`config.mk`:
```
export PLATFORM = sky130hd
export DESIGN_NAME = uart_rx
export DESIGN_NICKNAME = d
export VERILOG_FILES = /design/src/rtl/uart_pkg.sv /design/src/rtl/uart_sync.sv /design/src/rtl/uart_rx.sv
export SDC_FILE = /design/constraint.sdc
export NUM_CORES = 1
export LEC_CHECK = 0
export CAP_MARGIN = 40
export CORE_MARGIN = 1.5
export CORE_UTILIZATION = 50
export DETAILED_ROUTE_END_ITERATION = 8
export PLACE_DENSITY = 0.7
export SYNTH_ARGS = -nofsm -noshare
export SYNTH_HDL_FRONTEND = slang
export SYNTH_HIERARCHICAL = 1
export SYNTH_SLANG_ARGS = --single-unit
```
`constraint.sdc`:
```
create_clock -name clk -period 2.25 [get_ports clk]
set_input_delay 0.225 -clock clk [delete_from_list [all_inputs] [get_ports clk]]
set_output_delay 0.225 -clock clk [all_outputs]
set_load 0.02 [all_outputs]
```
`src/rtl/uart_pkg.sv`:
```
// Shared UART definitions: receiver FSM states and baud arithmetic.
// Also reused by the transmitter.
package uart_pkg;

   typedef enum logic [1:0] {
      IDLE,
      START,
      DATA,
      STOP
   } rx_state_t;

   function automatic int cycles_per_bit(input int clock_freq,
                                         input int baud_rate);
      return (clock_freq + baud_rate / 2) / baud_rate;
   endfunction

endpackage

```
`src/rtl/uart_sync.sv`:
```
// Multi-stage flop synchronizer for an asynchronous single-bit input.
// Flops come out of reset at a chosen idle level.
module uart_sync #(
   parameter int   STAGES      = 2,
   parameter logic RESET_VALUE = 1'b1
) (
   input  logic clk,
   input  logic rst_n,
   input  logic d,
   output logic q
);

   logic [STAGES-1:0] ff;

   always_ff @(posedge clk or negedge rst_n) begin
      if (!rst_n) begin
         ff <= {STAGES{RESET_VALUE}};
      end else begin
         ff[0] <= d;
         for (int i = 1; i < STAGES; i++) begin
            ff[i] <= ff[i-1];
         end
      end
   end

   assign q = ff[STAGES-1];

endmodule

```
`src/rtl/uart_rx.sv`:
```
// UART receiver: mid-bit sampling, stop-bit check, one-deep output
// register with valid/ready handoff and overrun/frame-error pulses.
module uart_rx
   import uart_pkg::*;
#(
   parameter int DATA_WIDTH = 8,
   parameter int BAUD_RATE  = 9600,
   parameter int CLOCK_FREQ = 50_000_000,
   parameter int STOP_BITS  = 1
) (
   input  logic                  clk,
   input  logic                  rst_n,
   input  logic                  rx,
   output logic [DATA_WIDTH-1:0] data_out,
   output logic                  valid,
   input  logic                  ready,
   output logic                  frame_error,
   output logic                  overrun
);

   localparam int CYCLES_PER_BIT = cycles_per_bit(CLOCK_FREQ, BAUD_RATE);
   localparam int HALF_BIT       = CYCLES_PER_BIT / 2;
   localparam int CW             = $clog2(CYCLES_PER_BIT) + 1;
   localparam int BW             = $clog2(DATA_WIDTH) + 1;

   localparam logic [CW-1:0] HALF_LAST = CW'(HALF_BIT - 1);
   localparam logic [CW-1:0] BIT_LAST  = CW'(CYCLES_PER_BIT - 1);
   localparam logic [BW-1:0] DATA_LAST = BW'(DATA_WIDTH - 1);
   localparam logic [BW-1:0] STOP_LAST = BW'(STOP_BITS - 1);

   logic                  line;
   rx_state_t             state;
   logic [CW-1:0]         cnt;
   logic [BW-1:0]         bit_cnt;
   logic [DATA_WIDTH-1:0] shift;
   logic                  stop_bad;
   logic                  done;

   uart_sync #(
      .STAGES      (2),
      .RESET_VALUE (1'b1)
   ) u_sync (
      .clk   (clk),
      .rst_n (rst_n),
      .d     (rx),
      .q     (line)
   );

   always_ff @(posedge clk or negedge rst_n) begin
      if (!rst_n) begin
         state       <= IDLE;
         cnt         <= '0;
         bit_cnt     <= '0;
         shift       <= '0;
         stop_bad    <= 1'b0;
         done        <= 1'b0;
         data_out    <= '0;
         valid       <= 1'b0;
         frame_error <= 1'b0;
         overrun     <= 1'b0;
      end else begin
         frame_error <= 1'b0;
         overrun     <= 1'b0;
         done        <= 1'b0;

         // A finished frame lands one cycle after its last stop sample.
         if (done) begin
            if (!valid || ready) begin
               data_out <= shift;
               valid    <= 1'b1;
            end else begin
               overrun <= 1'b1;
            end
         end else if (valid && ready) begin
            valid <= 1'b0;
         end

         unique case (state)
            IDLE: begin
               cnt      <= '0;
               bit_cnt  <= '0;
               stop_bad <= 1'b0;
               if (!line) begin
                  state <= START;
               end
            end
            START: begin
               if (cnt == HALF_LAST) begin
                  cnt   <= '0;
                  state <= line ? IDLE : DATA;
               end else begin
                  cnt <= cnt + CW'(1);
               end
            end
            DATA: begin
               if (cnt == BIT_LAST) begin
                  cnt   <= '0;
                  shift <= {line, shift[DATA_WIDTH-1:1]};
                  if (bit_cnt == DATA_LAST) begin
                     bit_cnt <= '0;
                     state   <= STOP;
                  end else begin
                     bit_cnt <= bit_cnt + BW'(1);
                  end
               end else begin
                  cnt <= cnt + CW'(1);
               end
            end
            STOP: begin
               if (cnt == BIT_LAST) begin
                  cnt <= '0;
                  if (bit_cnt == STOP_LAST) begin
                     bit_cnt <= '0;
                     state   <= IDLE;
                     if (stop_bad || !line) begin
                        frame_error <= 1'b1;
                     end else begin
                        done <= 1'b1;
                     end
                  end else begin
                     bit_cnt  <= bit_cnt + BW'(1);
                     stop_bad <= stop_bad | ~line;
                  end
               end else begin
                  cnt <= cnt + CW'(1);
               end
            end
            default: state <= IDLE;
         endcase
      end
   end

endmodule
```
==> reports/metrics.sh <==
RUN_STATUS='complete, no violations'
SYNTHESIS.AREA_SQ_UM=2060
WORST-R2R-CELL-COUNT=6
NUMBER_OF_ROWS_IN_THE_CORE_AREA=23
SYNTH-EDFF-COUNT=0
GR_OVERFLOW_TOTAL=0
YS_DOMINANT_REG_CELL='sky130_fd_sc_hd__dfrtp_1'
SYN_AVG_CELL_AREA_SQ_UM=11.8
CRITICAL_PATH.ENDPOINT_TYPE='flip-flop'
DESIGN_AREA_SQ_UM=2370
GP_CONGESTION=0.823
WORSTPATHREQUIRED_PS=2440
SYNTH-SEQ-CELLS=43
PEAK_IR_DROP_ON_THE_VDD_NETWORK_mV=0.254
CLOCK_TREE_BUF_DEPTH=2
POWER_DENSITY_NORMALIZED_TO_CELL_AREA_nW_PER_UM2=590
SLEW_HEADROOM=0.643
SKEW_PS=7.87
HOLD_PATH.CLASS='in -> async'
WORST-SLEW-PIN-TRANSITION_PS=536
P_SWITCHING_uW=283
ROUTE.DETAILED.WL_PER_INST_UM=14.4
FINALCOREUTILIZATION=0.596
DP_CELLS=233
GRT_START_MAX_NET_PINS=34
FIN_TOTAL_PWR_mW=1.40
FINALCRITICALPERIOD_PS=2050
WORST_EP_ARRIVAL_TIME_PS=2230
POWER_SWITCHING_SHARE=0.202
SYNTH_TOP_CELL_BY_AREA='sky130_fd_sc_hd__dfrtp_1'
SYNTHDISTINCTLIBCELLS=45
INSERTION_DELAY_OF_THE_LATER_CLOCKED_PIN_IN_THE_WORST_SKEW_PAIR_PS=300
UNREPAIRED_SETUP_ENDPOINTS_AFTER_GLOBAL_ROUTING='no'
PLACEDINSTANCEAREA_SQ_UM=2230
LEAKAGE_nW=1.13
DR_TOTAL_VIAS=1353
WL_UM=3500
PLACE.DETAILED.HPWL_UM=2520
ANTENNA_VIOLATIONS_BEFORE_REPAIR=0
INITIAL_UTILIZATION=0.519
GLOBALROUTETOTALUTIL=0.180
POSTSYNTHCELLCOUNT=175
CTS.REPAIR.RESIZED=0
CLOCKPOWERSHARE=0.427
SYNTH_AREA_LEADERS='sky130_fd_sc_hd__dfrtp_1, sky130_fd_sc_hd__mux2_2, sky130_fd_sc_hd__xor2_1'
FIRST_PASS_ITERS=4
NUM_ANTENNA_CELLS=0
WORST-SETUP-PATH-TYPE='reg -> reg'
DIE_WIDTH_UM=67.2
MAXSLEWVIOLCOUNT=0
FIN_WS_PS=205
VIA_PER_INST=5.57
MAXIMUM_CLOCK_FREQUENCY_MHz=489
WORST-R2R-SETUP-SLACK_PS=200
SYNTH_ASYNC_RESET_RATIO=1.00
FP.DIEH_UM=67.2
COMB_POWER_SHARE=0.017
DRIVE_GT1_FRAC=0.212
SEQUENTIALPOWERSHARE=0.556
YOSYS.CELL_COUNT.TOP_TYPE='sky130_fd_sc_hd__dfrtp_1'
SYNTH_TOP_AREA_SHARE=0.498
CRITICAL_PATH_DEPTH=6
GRT_FIRST_PASS_WIRELENGTH_UM=5980
NUMPORTBUFFERS=14
DESIGN.CORE.AREA_SQ_UM=3970
CTS_MADE_BUFFERS=5
CAP_VIOLATIONS=0
CLK_PIN_SLEW_PS=80
WORST_R2R_STARTPOINT='cnt[0]'
CRIT_BUF_INV=1
CRIT_SLOWEST_CELL='sky130_fd_sc_hd__dfrtp_1'
TIMING.CRITICAL_PATH.SLOWEST_CELL_DELAY_PS=390
SYNTH.TOP_CELLS.BY_COUNT='sky130_fd_sc_hd__dfrtp_1, sky130_fd_sc_hd__mux2_2, sky130_fd_sc_hd__nor2_1, sky130_fd_sc_hd__nand2_1'
DRT-INITIAL-DRC-COUNT=60
CTS_TREE='done'
PRE_CTS_SLACK_PS=157
CP-START-KIND='flip-flop'
WORST_R2R_ENDPOINT='shift[5]'
CTSROOTBUFFERMASTER='sky130_fd_sc_hd__clkbuf_8'
HOLD_SLACK_PS=337
SEQUENCE_OF_CELLS_ON_THE_CRITICAL_PATH='ha_1 -> nor4b_4 -> nand4_4 -> nor3b_4 -> buf_12 -> mux2_2'
POST-ROUTE-DRC-COUNT=0
SETUP_VIOLATIONS=0
MAPPEDNETLISTNETS=182
HOLD_VIOL=0
CTS.HTREE.LEVELS=2
AREA_GROWTH_PCT=14.9
LAYOUT_WORST_PATH_CYCLE_SHARE=0.909
VIA_COUNT_OF_THE_FIRST_GLOBAL_ROUTING_PASS=1288
STDCELL_COUNT=243
CRITICAL_PATH.MAX_FANOUT=10
FIN_TNS_SETUP_PS=0
PIN_COUNT=15
FLOORPLAN.DIE_AREA_SQ_UM=4520
DETAIL-ROUTE-ANTENNA-NETS=0
CTS_SINKS=43
CRITICAL-PATH-TOP-DELAY-FAMILY='simple AND/OR/NAND/NOR gates'
NETS=199
SYNTH_WARNINGS=6
P_INT_mW=1.11
SYNTH_SEQ_AREA_SHARE=0.523
==> sequential cells by signal, summed over array words and instances (netlist names), named ones only <==
| name | count |
|---|---|
| data_out | 8 |
| valid | 1 |
| stop_bad | 1 |
| shift | 8 |
| bit_cnt | 4 |
| done | 1 |
| cnt | 14 |
| frame_error | 1 |
| u_sync/ff | 2 |
| overrun | 1 |
| state | 1 |
==> what timing repair did <==
| action | CTS | global route |
|---|---|---|
| hold endpoints to repair | 10 | 0 |
| buffers inserted | 0 | 1 |
| setup endpoints to repair | 0 | 4 |
| hold buffers | 1 | 0 |
==> layer usage <==
metal,GRT usage,wire (um),up-vias
met2,0.316,1800,29
met1,0.211,1510,661
met5,0,0,-
li1,-,-,656
met4,0.0612,57,0
met3,0.0500,137,7
==> layout by cell type, fill, tap and decap left out, types with 2 or more instances in the layout <==
cell and count:
sky130_fd_sc_hd__a21oi_1 2, sky130_fd_sc_hd__and3_1 2, sky130_fd_sc_hd__and4_1 3, sky130_fd_sc_hd__buf_12 2
sky130_fd_sc_hd__clkbuf_8 5, sky130_fd_sc_hd__clkdlybuf4s50_1 13, sky130_fd_sc_hd__dfrtp_1 41, sky130_fd_sc_hd__dfstp_2 2
sky130_fd_sc_hd__ha_1 3, sky130_fd_sc_hd__inv_1 6, sky130_fd_sc_hd__mux2_2 18, sky130_fd_sc_hd__nand2_1 11
sky130_fd_sc_hd__nand2b_1 2, sky130_fd_sc_hd__nand3_1 9, sky130_fd_sc_hd__nand4_1 6, sky130_fd_sc_hd__nor2_1 15
sky130_fd_sc_hd__nor3_1 4, sky130_fd_sc_hd__nor3b_1 2, sky130_fd_sc_hd__nor4bb_1 4, sky130_fd_sc_hd__o21ai_0 2
sky130_fd_sc_hd__or4_1 2, sky130_fd_sc_hd__xnor2_1 2, sky130_fd_sc_hd__xor2_1 9
==> how the worst max path moves through the flow <==
stage	slack [ps]	to	start
floorplan	370	shift[0]	cnt[0]
global placement	220	shift[3]	cnt[0]
detailed placement	160	shift[2]	cnt[0]
CTS	120	shift[5]	cnt[0]
global route	100	shift[6]	cnt[0]
finish	200	shift[5]	cnt[0]
==> power groups by stage <==
stage / sequential [mW] / combinational, mW / clock [mW]
floorplan: 0.792 / 0.000796 / 0
global placement: 0.792 / 0.0195 / 0
detailed placement: 0.793 / 0.0243 / 0
CTS: 0.777 / 0.0256 / 0.608
global route: 0.778 / 0.0282 / 0.645
finish: 0.777 / 0.0242 / 0.596
==> cell families after synthesis <==
group,count (synthesis),synth area share
flip-flops,43,0.523
adder cells (fa/ha/maj),3,0.0182
XOR/XNOR,11,0.0467
multiplexers,18,0.0983
AO/OA/AOI/OAI,12,0.0413
buffers and inverters,14,0.0407
AND/OR/NAND/NOR,74,0.232
==> worst register-to-register path, delay by kind of cell, from the launching register on <==
family / cells / cell delay [ps]
adders and majority gates: 1 / 230
buffers and inverters: 1 / 150
DFF: 1 / 390
muxes: 1 / 330
and+or+nand+nor: 3 / 830
==> area by class of cell <==
type | instances | area (sq um)
clock inverter | 3 | 43.8
multi-input combinational | 118 | 900
tap | 50 | 62.6
sequential | 43 | 1080
inverter | 6 | 22.5
clock buffer | 5 | 68.8
fill | 328 | 1600
timing repair buffer | 18 | 193
Note: power is estimated with default switching activity, not from simulation.
